--- src/rtl/deser_pkg.sv ---
`default_nettype none
// ============================================================================
//  Module      : deser_pkg
//  Description : Shared definitions for the word deserializer: default
//                geometry, the fill-count width helper and the collector
//                state encoding.
//  Revision    : 1.0 - initial release
// ============================================================================
package deser_pkg;

    localparam int DEF_WIDTH = 8;
    localparam int DEF_DEPTH = 8;
    localparam int DEF_ORDER = 0;

    typedef enum logic [0:0] {
        COLLECT = 1'b0,
        HOLD    = 1'b1
    } deser_state_t;

    // Width needed to hold a word count in the range 0..depth.
    function automatic int cnt_width(input int depth);
        return $clog2(depth + 1);
    endfunction

endpackage
`default_nettype wire

--- src/rtl/deser_out_reg.sv ---
`default_nettype none
// ============================================================================
//  Module      : deser_out_reg
//  Description : Output holding register with valid/ready handshake. A load
//                strobe captures a frame and its word count; the contents stay
//                frozen until the consumer takes them.
//  Ports       : clk, rst      - clock, asynchronous active-high reset
//                i_load        - capture i_frame/i_count this edge
//                i_frame       - frame to capture
//                i_count       - number of valid words in i_frame
//                i_ready       - consumer accepts the held frame
//                o_valid       - a frame is held
//                o_frame       - held frame
//                o_count       - held word count
//                o_free        - register can take a new frame this edge
//  Revision    : 1.0 - initial release
// ============================================================================
module deser_out_reg #(
    parameter int FW = 64,
    parameter int CW = 4
) (
    input  logic          clk,
    input  logic          rst,
    input  logic          i_load,
    input  logic [FW-1:0] i_frame,
    input  logic [CW-1:0] i_count,
    input  logic          i_ready,
    output logic          o_valid,
    output logic [FW-1:0] o_frame,
    output logic [CW-1:0] o_count,
    output logic          o_free
);

    logic          r_valid;
    logic [FW-1:0] r_frame;
    logic [CW-1:0] r_count;

    always_ff @(posedge clk or posedge rst) begin
        if (rst) begin
            r_valid <= 1'b0;
            r_frame <= '0;
            r_count <= '0;
        end else if (i_load) begin
            // A load may coincide with the consumer taking the old frame.
            r_valid <= 1'b1;
            r_frame <= i_frame;
            r_count <= i_count;
        end else if (i_ready) begin
            r_valid <= 1'b0;
        end
    end

    assign o_valid = r_valid;
    assign o_frame = r_frame;
    assign o_count = r_count;
    assign o_free  = !r_valid || i_ready;

endmodule
`default_nettype wire

--- src/rtl/word_deserializer.sv ---
`default_nettype none
// ============================================================================
//  Module      : word_deserializer
//  Description : Packs WIDTH-bit input words into DEPTH-word frames. A flush
//                emits a partial frame (unused slots zero). ORDER selects
//                whether the first word lands in the lowest (0) or highest (1)
//                slot.
//  Ports       : clk, reset            - clock, asynchronous active-high reset
//                in_valid/in_ready     - input word handshake
//                in_data               - input word
//                flush                 - request emission of a partial frame
//                out_valid/out_ready   - output frame handshake
//                out_frame             - assembled frame, slot k at [k*WIDTH +: WIDTH]
//                out_count             - valid words in out_frame
//  Revision    : 1.0 - initial release
// ============================================================================
module word_deserializer
    import deser_pkg::*;
#(
    parameter  int WIDTH = DEF_WIDTH,
    parameter  int DEPTH = DEF_DEPTH,
    parameter  int ORDER = DEF_ORDER,
    localparam int CW    = cnt_width(DEPTH),
    localparam int FW    = WIDTH * DEPTH
) (
    input  logic             clk,
    input  logic             reset,
    input  logic             in_valid,
    input  logic [WIDTH-1:0] in_data,
    output logic             in_ready,
    input  logic             flush,
    output logic             out_valid,
    input  logic             out_ready,
    output logic [FW-1:0]    out_frame,
    output logic [CW-1:0]    out_count
);

    deser_state_t  r_state;
    deser_state_t  w_state_nxt;
    logic [CW-1:0] r_cnt;
    logic [CW-1:0] w_cnt_nxt;
    logic [FW-1:0] r_coll;
    logic [FW-1:0] w_coll_nxt;
    logic          r_flush_pend;
    logic          w_flush_pend_nxt;

    logic          w_accept;
    logic          w_free;
    logic          w_load;
    logic [FW-1:0] w_load_frame;
    logic [CW-1:0] w_load_count;
    logic [CW-1:0] w_slot;
    logic [CW-1:0] w_cnt_inc;
    logic [FW-1:0] w_coll_ins;

    // A pending flush blocks new words so the partial frame stays exactly
    // what was collected when the flush arrived.
    assign in_ready = (r_state == COLLECT) && !r_flush_pend;
    assign w_accept = in_valid && in_ready;

    // Only evaluated in COLLECT, where r_cnt < DEPTH keeps the slot in range.
    assign w_slot    = (ORDER == 0) ? r_cnt : (CW'(DEPTH - 1) - r_cnt);
    assign w_cnt_inc = r_cnt + {{(CW-1){1'b0}}, w_accept};

    // Collector contents including the word accepted on this edge.
    always_comb begin
        w_coll_ins = r_coll;
        if (w_accept) begin
            w_coll_ins[w_slot*WIDTH +: WIDTH] = in_data;
        end
    end

    always_ff @(posedge clk or posedge reset) begin
        if (reset) begin
            r_state      <= COLLECT;
            r_cnt        <= '0;
            r_coll       <= '0;
            r_flush_pend <= 1'b0;
        end else begin
            r_state      <= w_state_nxt;
            r_cnt        <= w_cnt_nxt;
            r_coll       <= w_coll_nxt;
            r_flush_pend <= w_flush_pend_nxt;
        end
    end

    always_comb begin
        w_state_nxt      = r_state;
        w_cnt_nxt        = r_cnt;
        w_coll_nxt       = r_coll;
        w_flush_pend_nxt = r_flush_pend;
        w_load           = 1'b0;
        w_load_frame     = w_coll_ins;
        w_load_count     = w_cnt_inc;

        case (r_state)
            COLLECT: begin
                if (w_cnt_inc == CW'(DEPTH)) begin
                    if (w_free) begin
                        w_load           = 1'b1;
                        w_cnt_nxt        = '0;
                        w_coll_nxt       = '0;
                        w_flush_pend_nxt = 1'b0;
                    end else begin
                        w_state_nxt = HOLD;
                        w_cnt_nxt   = w_cnt_inc;
                        w_coll_nxt  = w_coll_ins;
                    end
                end else if ((flush || r_flush_pend) && (w_cnt_inc != '0)) begin
                    if (w_free) begin
                        w_load           = 1'b1;
                        w_cnt_nxt        = '0;
                        w_coll_nxt       = '0;
                        w_flush_pend_nxt = 1'b0;
                    end else begin
                        w_flush_pend_nxt = 1'b1;
                        w_cnt_nxt        = w_cnt_inc;
                        w_coll_nxt       = w_coll_ins;
                    end
                end else begin
                    w_cnt_nxt  = w_cnt_inc;
                    w_coll_nxt = w_coll_ins;
                end
            end
            HOLD: begin
                // No words are accepted here, so the defaults already carry
                // the full collector and a count of DEPTH.
                if (w_free) begin
                    w_load      = 1'b1;
                    w_cnt_nxt   = '0;
                    w_coll_nxt  = '0;
                    w_state_nxt = COLLECT;
                end
            end
            default: begin
                w_state_nxt = COLLECT;
            end
        endcase
    end

    deser_out_reg #(
        .FW (FW),
        .CW (CW)
    ) u_out_reg (
        .clk     (clk),
        .rst     (reset),
        .i_load  (w_load),
        .i_frame (w_load_frame),
        .i_count (w_load_count),
        .i_ready (out_ready),
        .o_valid (out_valid),
        .o_frame (out_frame),
        .o_count (out_count),
        .o_free  (w_free)
    );

endmodule
`default_nettype wire

--- config.mk ---
export PLATFORM = sky130hd
export DESIGN_NAME = word_deserializer
export DESIGN_NICKNAME = d
export VERILOG_FILES = /design/src/rtl/deser_pkg.sv /design/src/rtl/deser_out_reg.sv /design/src/rtl/word_deserializer.sv
export SDC_FILE = /design/constraint.sdc
export NUM_CORES = 1
export LEC_CHECK = 0
export ABC_AREA = 1
export BUFFER_PORTS_ARGS = -buffer_cell sky130_fd_sc_hd__buf_2
export CAP_MARGIN = 20
export CORE_MARGIN = 8
export CORE_UTILIZATION = 35
export CTS_BUF_LIST = sky130_fd_sc_hd__clkbuf_8
export CTS_CLUSTER_DIAMETER = 120
export DETAILED_ROUTE_END_ITERATION = 7
export PLACE_DENSITY = 0.62
export RECOVER_POWER = 50
export SYNTH_ARGS = -nofsm -noshare
export SYNTH_HDL_FRONTEND = slang
export SYNTH_SLANG_ARGS = --single-unit
--- constraint.sdc ---
create_clock -name clk -period 5.4 [get_ports clk]
set_input_delay 0 -clock clk [delete_from_list [all_inputs] [get_ports clk]]
set_output_delay 0 -clock clk [all_outputs]
set_load 0.01 [all_outputs]
==> metrics.txt, run 1 <==
proportion of netlist area held by the largest area contributor about 53%; die width around 150 um; ranking of synthesized cells by area dfrtp_1 53%, nand2_1 27%, o21ai_0 3.6%; Max Fclk approximately 270 MHz; WP buf/inv 4; clock transition at the registers of the reported paths about 70 ps; RSZ-0062 raised after global routing false; Switching Fraction between 40% and 50%; die height roughly 150 um; # rows 50; critical path depth 4; Root Buffer clkbuf_8; IO buf count between 80 and 90; Worst Tran Pin Value between 3000 and 4000 ps; Nets 951; DRC viols 0; P_leak roughly 4.0 nW; Final Hold Vio Count 0; Hold Path Cell Cnt 5; number of detailed-route iterations in the first pass 6; vias per inst roughly 4.8; Worst Reg2Reg Path Length in Cells 15; clk_skew between 7 and 8 ps; PD cells between 400 and 500 mW/mm2; clk buf depth 2; Non-Filler Instances between 1000 and 1500; Final Instance Area 0.007483 mm2; Syn Area/Cell about 7.7 um2; min Tclk post-route around 3800 ps; Clk network pwr share 28.7%; Post-DRT Antenna Nets 0; Via Count 5632; most common cell after layout, fill and taps aside nand2_1; clock sinks between 100 and 150; commonest non-fill, non-tap cells in the layout 474 x nand2_1, 139 x dfrtp_1, 69 x clkbuf_1, 48 x o21ai_0, 38 x inv_1; failing checks max-capacitance violations, max-slew violations; VDD IR max between 0.3 and 0.4 mV; NetSw 0.001362 W; GRT Overall Usage approximately 15%; setup bufs post-CTS 0; post-synthesis sequential area ratio a little over half; Final Max Tran Viols 86; placed cell count 1141; CORE AREA approximately 0.019 mm2; status finished, violations left; CTS Buf Count 17; Rel. slew slack -151.1%; DP Wirelength roughly 12 mm; share of layout cells above drive strength 1 under 10%; Hold Path Class input port to register; sequential power share around 37%; Internal Power just under 0.002 W; global-route wire length before repair roughly 29 mm; initial antenna violation count 0; H-tree Lvls 4; largest area contributor in the netlist dfrtp_1; # IOs 83; Initial DRC Count around 430; Max stage delay on crit path 2080 ps; Synth Net Count roughly 880; Arrival @ worst endpoint between 4000 and 5000 ps; Max Cap Viol 1; largest net degree at the start of global routing 86; Final setup viols 0; Routed WL per cell 14.68 um; cell family with most CP delay buffers and inverters; #FFs+latches synth roughly 140; worst path cell trace dlygate4sd3_1 -> buf_2 -> clkinvlp_2 -> clkbuf_2; Yosys cell types 26; setup TNS 0 ps; Cell Area, Synth between 0.006 and 0.007 mm2; kind of critical path input port to async pin; kind of end point of the critical path async pin; area grow syn2layout 13.08%; die area roughly 0.024 mm2; Starting Density 35.50%; later-pin clock latency in the skew report between 400 and 500 ps; drt total wl between 15 and 20 mm; worst hold slack around 22 ps; worst-path maximum fanout 85; GPL Wtd Cong 0.8770; CTS tree done; Synth warnings 0; fin util between 40% and 50%; crit path launch type input port; global route overflow 0; fillers 1972; number of diodes 0; Post-Syn Instances around 860; number of global-route vias before repair approximately 5600; fin crit share 69.69%; placed cell area around 0.0071 mm2; Gate power share 34.0%; CP Data Required Time approximately 5700 ps; Critical-path top delay cell clkinvlp_2
power by group through the flow:
stage / combinational, W / sequential [W] / clock [W]
finish: 0.00114 / 0.00125 / 0.000958
global route: 0.00129 / 0.00127 / 0.00102
CTS: 0.00117 / 0.00125 / 0.000976
global placement: 0.00115 / 0.00126 / 0
detailed placement: 0.00117 / 0.00126 / 0
floorplan: 0.000954 / 0.00127 / 0
per-layer routing:
layer  vias to the layer above  GRT usage [%]  part of all wire, %
met3                        19          3.728                  5.4
met2                       154          23.88                   46
li1                       2817              -                    -
met4                         0          5.740                  1.6
met1                      2642          19.93                   47
met5                         -              0                    0
layout make-up:
type	count	area (um2)	area share, %
inverters	38	146.4	1.956
clock buffers	19	261.5	3.494
clock inverters	12	181.4	2.424
repair buffers	90	394.1	5.267
flip-flops and latches	139	3478	46.48
well taps	234	292.8	3.912
multi-input cells	645	2729	36.47
sequential cells by signal, summed over array words and instances, names as in the netlist:
| name | flops |
|---|---|
| u_out_reg.o_frame | 64 |
| r_flush_pend | 1 |
| r_coll | 64 |
| u_out_reg.o_valid | 1 |
| r_state | 1 |
| u_out_reg.o_count | 4 |
| r_cnt | 4 |
logic make-up (layout without fill, tap and decap cells):
kind of cell,count (synthesis),in the layout,synth area share (%)
AO/OA/AOI/OAI,65,65,4.972
adder cells (fa/ha/maj),7,7,1.323
buffers and inverters,78,159,6.277
flip-flops,139,139,52.56
AND/OR/NAND/NOR,573,573,34.86
path summary, 6_finish.rpt:
kind                                  startpoint                    end  slack [ps]
min                                   in_data[3]              r_coll[3]          20
max                                        reset           r_flush_pend        1640
max reg2reg                         r_flush_pend  u_out_reg.o_frame[38]        1740
max in group clk                    r_flush_pend  u_out_reg.o_frame[38]        1740
min in group asynchronous                  reset  u_out_reg.o_frame[17]        1200
min reg2reg                u_out_reg.o_frame[17]  u_out_reg.o_frame[17]         470
per-stage QoR:
| step | worst slack (ps) | total power [W] |
|---|---|---|
| 6_report | 1637 | 0.003343 |
| 5_1_grt | 826.9 | 0.003575 |
| 4_1_cts | 1752 | 0.003394 |
| 3_5_place_dp | 1766 | 0.002429 |
| 3_3_place_gp | 1836 | 0.002410 |
| 2_1_floorplan | 1675 | 0.002227 |
cells in the mapped netlist:
library cell / number
a21oi_1: 3
buf_1: 1
buf_2: 15
buf_4: 7
buf_6: 10
clkbuf_1: 7
clkinv_1: 1
dfrtp_1: 139
ha_1: 7
inv_1: 34
inv_2: 2
inv_4: 1
nand2_1: 474
nand2_2: 5
nand2_4: 1
nand3_1: 34
nand3_4: 2
nand4_1: 12
nor2_1: 31
nor2_2: 4
nor2_4: 2
nor3_1: 7
o21ai_0: 48
o21ai_1: 11
o22ai_1: 3
or2_2: 1
worst min-delay path: stages:
cell     delay [ps]
buf_2           120
nor3_1           60
nor2_1          140
nand2_1          60
nand2_1          50
timing repair:
| item | CTS | global route |
|---|---|---|
| endpoints found under the hold margin | 92 | 0 |
| resized for setup | 0 | 0 |
| hold buffers | 5 | 0 |
Power figures use the tool's default switching activity.
==> run 2: changes to the inputs <==
==> constraint.sdc (replaced) <==
create_clock -name clk -period 3.95 [get_ports clk]
set_input_delay 0 -clock clk [delete_from_list [all_inputs] [get_ports clk]]
set_output_delay 0 -clock clk [all_outputs]
set_load 0.01 [all_outputs]
==> run 2 against run 1 <==
Compared with the run above: flip-flop and latch count is the same; the flow still finishes with violations (max-capacitance violations, max-slew violations); cell count increased by 0.68%; sequential share of layout area is 0.72 points lower; non-clock buffer count increased by 7; worst hold slack improved by 39 ps; largest cell class unchanged.
==> metrics.txt, run 2 (synthesis gave the netlist of run 1 again) <==
status finished, violations left; failing checks max-capacitance violations, max-slew violations; Arrival @ worst endpoint approximately 3600 ps; setup bufs post-CTS 0; Final Max Tran Viols 56; Switching Fraction between 40% and 50%; Internal Power about 0.0028 W; CTS tree done; die height ~150 um; Max Fclk between 300 and 400 MHz; Nets around 960; DP Wirelength between 10 and 15 mm; Root Buffer clkbuf_8; met2 usage between 20% and 30%; kind of critical path register to register; DRC viols 0; worst-path maximum fanout 23; NetSw about 0.0019 W; met3 usage under 10%; CP Data Required Time ~4300 ps; GRT Max-Usage Layer met2; vias per inst 4.770; # IOs 83; crit path launch type register; number of diodes 0; Clk network pwr share approximately 30%; Rel. slew slack -75.65%; met1 GRT Util between 20 and 25%; number of detailed-route iterations in the first pass 5; Post-DRT Antenna Nets 0; IO buf count slightly above 80; fin crit share between 80% and 90%; Via Count 5652; Max Cap Viol 1; Worst Tran Pin Value approximately 2600 ps; RSZ-0062 raised after global routing false; later-pin clock latency in the skew report roughly 450 ps; largest net degree at the start of global routing 109; clk_skew roughly 13 ps; sequential power share between 30% and 40%; global-route wire length before repair 28.72 mm; number of global-route vias before repair 5471; most common cell after layout, fill and taps aside nand2_1; clk buf depth 2; commonest non-fill, non-tap cells in the layout 474 x nand2_1, 139 x dfrtp_1, 67 x clkbuf_1, 48 x o21ai_0, 34 x nand3_1; Final Hold Vio Count 0; worst hold slack approximately 61 ps; PD cells roughly 620 mW/mm2; kind of end point of the critical path register; Gate power share 34.2%; die area 0.02356 mm2; Initial DRC Count about 440; GPL Wtd Cong between 0.8 and 0.9; Hold Path Class input port to register; GRT Overall Usage between 15 and 20%; die width approximately 150 um; setup TNS 0 ps; CTS Buf Count 17; VDD IR max 0.2507 mV; # rows 50; min Tclk post-route between 3000 and 4000 ps; area grow syn2layout 14.86%; clock transition at the registers of the reported paths approximately 80 ps; P_leak about 4 nW; share of layout cells above drive strength 1 7.992%; CORE AREA between 0.015 and 0.02 mm2; clock sinks 139; initial antenna violation count 0; Routed WL per cell approximately 15 um; Final setup viols 0; H-tree Lvls 4; drt total wl between 15 and 20 mm; global route overflow 0; Starting Density roughly 35%
run 2: final cells by class:
class,instances,area [um2]
fillers,1976,11040
multi-input cells,645,2731
clock inverters,15,244.0
well taps,234,292.8
repair buffers,97,474.2
flip-flops and latches,139,3478
clock buffers,17,234.0
inverters,38,146.4
run 2: metrics by stage:
stage	cell area (um2)	power, W	utilization (%)	instances	setup slack (ps)
floorplan	6618	0.003044	-	862	225.5
global placement	7123	0.003378	38.21	1146	774.6
detailed placement	7123	0.003395	38.21	1146	708.7
CTS	7661	0.004807	41.09	1184	690.7
global route	7601	0.005040	40.77	1185	473.9
finish	7601	0.004731	40.77	1185	745.6
run 2: metal layers:
layer	vias to the layer above	share of wire, %
li1	2831	-
met1	2676	48
met2	127	46
met3	18	4.6
met4	0	1.5
met5	-	0
run 2: final timing paths:
check	startpoint	end	slack (ps)	cells after the start
max	r_flush_pend	r_coll[1]	750	15
max in group asynchronous	reset	r_coll[6]	1540	5
max reg2reg	r_flush_pend	r_coll[1]	750	15
min in group asynchronous	reset	u_out_reg.o_frame[17]	820	3
min reg2reg	u_out_reg.o_frame[19]	u_out_reg.o_frame[19]	470	2
min	in_data[4]	r_coll[4]	60	5
run 2: worst max-delay path, stage by stage (launching register included):
cell and delay (ps):
dfrtp_1 410, nor2_2 190, nand2_1 140, inv_1 150, ha_1 250, ha_1 270, inv_1 80, nand2_1 60
nor2_2 150, nand2_1 80, nand2_2 100, nand3_4 280, nand2_2 490, buf_4 320, nand2_1 80, nand2_1 60
run 2: timing repair:
action / CTS / global route
endpoints found under the hold margin: 116 / 0
hold buffers: 6 / 0
resized for setup: 0 / 0
run 2: power by group through the flow:
stage | sequential (W) | combinational, W | clock, W
6_report | 0.00171 | 0.00162 | 0.00140
5_1_grt | 0.00174 | 0.00182 | 0.00149
4_1_cts | 0.00171 | 0.00167 | 0.00143
3_5_place_dp | 0.00173 | 0.00166 | 0
3_3_place_gp | 0.00173 | 0.00165 | 0
2_1_floorplan | 0.00174 | 0.00130 | 0
==> run 3: changes to the inputs <==
==> constraint.sdc (replaced) <==
create_clock -name clk -period 3.2 [get_ports clk]
set_input_delay 0 -clock clk [delete_from_list [all_inputs] [get_ports clk]]
set_output_delay 0 -clock clk [all_outputs]
set_load 0.01 [all_outputs]
==> run 3 against run 2 <==
Compared with the run above: the run still ends with max-capacitance violations, max-slew violations left; final area is 0.63% lower; largest cell class unchanged; critical path depth down 1; clock-buffer cell count is 1 higher; register-to-register slack got worse by 320 ps.
==> metrics.txt, run 3 (synthesis gave the netlist of run 1 again) <==
# rows 50; number of diodes 0; fillers between 1500 and 2000; later-pin clock latency in the skew report between 400 and 500 ps; kind of end point of the critical path register; Max Cap Viol 1; GRT Overall Usage between 10% and 20%; crit path launch type register; clk_skew between 9 and 10 ps; global route overflow 0; share of layout cells above drive strength 1 ~10%; Via Count a little under 6000; die height ~150 um; kind of critical path register to register; clk buf depth 2; RSZ-0062 raised after global routing false; Starting Density a little over a third; failing checks max-capacitance violations, max-slew violations; Initial DRC Count roughly 490; CTS tree done; Final setup viols 0; die width 153.5 um; fin crit share slightly below 90%; die area between 0.02 and 0.025 mm2; CP Data Required Time 3520 ps; Max Fclk around 360 MHz; IO buf count a little over 80; status finished, violations left; drt total wl roughly 18 mm; post-place setup slack about 420 ps; Nets 960; CTS Buf Count 17; Final Hold Vio Count 0; number of detailed-route iterations in the first pass 6; area grow syn2layout 14.14%; VDD IR max approximately 0.42 mV; Arrival @ worst endpoint between 3000 and 4000 ps; DP Wirelength 12.02 mm; worst-path maximum fanout 36; global-route wire length before repair roughly 30 mm; GPL Wtd Cong 0.9423; Root Buffer clkbuf_8; Worst Tran Pin Value slightly below 2000 ps; PD cells about 740 mW/mm2; clock transition at the registers of the reported paths roughly 80 ps; Final Max Tran Viols 140; Post-DRT Antenna Nets 0; CORE AREA between 0.015 and 0.02 mm2; vias per inst about 4.9; DRC viols 0; most common cell after layout, fill and taps aside nand2_1; Routed WL per cell about 15 um; Hold Path Class input port to register; # IOs 83; largest net degree at the start of global routing 140; min Tclk post-route 2779 ps; worst hold slack just under 30 ps; clock sinks between 100 and 150; final worst slack 420.9 ps; H-tree Lvls 4; number of global-route vias before repair around 5600; initial antenna violation count 0; commonest non-fill, non-tap cells in the layout 474 x nand2_1, 139 x dfrtp_1, 49 x clkbuf_1, 48 x o21ai_0; Rel. slew slack -31.92%; P_leak between 4 and 5 nW; setup TNS 0 ps
-- run 3: changes by cell type in the layout (fill, tap and decap cells not counted), sizes merged --
cell,delta
buf,+20
clkbuf,-16
bufinv,-3
clkinv,+1
clkinvlp,+1
dlygate4sd3,-1
inv,-1
-- run 3: stage by stage --
step	utilization [%]	instances	total power, W	instance area, um2
floorplan	-	862	0.003758	6621
global placement	38.50	1150	0.004199	7177
detailed placement	38.50	1150	0.004220	7177
CTS	40.91	1186	0.005696	7627
global route	40.52	1186	0.006010	7553
finish	40.52	1186	0.005616	7553
-- run 3: repair_timing --
| item | in CTS | in global routing |
|---|---|---|
| gates resized for setup | 0 | 0 |
| buffers inserted | 0 | 0 |
| hold buffers | 5 | 0 |
| endpoints found under the hold margin | 147 | 0 |
-- run 3: metal layers --
layer	GRT usage [%]	vias to the layer above	part of all wire (%)
li1	-	2840	-
met1	20.97	2747	46
met3	4.260	24	6.9
met4	4.526	0	1.4
met2	23.88	188	46
met5	0	-	0
-- run 3: area by class of cell --
type / instances / area, um2 / area share (%)
inverter: 38 / 148.9 / 1.971
timing repair buffer: 99 / 501.7 / 6.642
tap: 234 / 292.8 / 3.876
clock buffer: 18 / 247.7 / 3.280
sequential: 139 / 3478 / 46.05
clock inverter: 13 / 152.6 / 2.021
multi-input combinational: 645 / 2731 / 36.16
-- run 3: path summary, 6_finish.rpt --
| check | start | to | slack [ps] | cells after the start |
|---|---|---|---|---|
| setup / recovery | r_flush_pend | u_out_reg.o_valid | 420 | 14 |
| hold / removal | in_data[3] | r_coll[3] | 30 | 5 |
| setup reg to reg | r_flush_pend | u_out_reg.o_valid | 420 | 14 |
| hold reg to reg | u_out_reg.o_frame[20] | u_out_reg.o_frame[20] | 470 | 2 |
| max in group asynchronous | reset | u_out_reg.o_frame[7] | 1120 | 4 |
| min in group asynchronous | reset | u_out_reg.o_frame[36] | 730 | 4 |
-- run 3: worst max-delay path, stage by stage, from the launching register on --
cell and delay, ps:
dfrtp_1 400, nor2_2 170, nand2_1 130, inv_1 140, ha_1 220, ha_1 250
inv_1 70, nand2_1 60, nor2_2 140, nand2_1 80, nand2_2 100, nand3_4 90
nand2_4 220, buf_4 420, nand2_1 110
-- run 3: power breakdown --
group | leakage (nW) | switching, W | internal [W]
sequential | 1.93 | 0.000127 | 0.00196
clock | 0.197 | 0.000686 | 0.000778
combinational | 1.96 | 0.00154 | 0.000523
total | 4.09 | 0.00235 | 0.00326
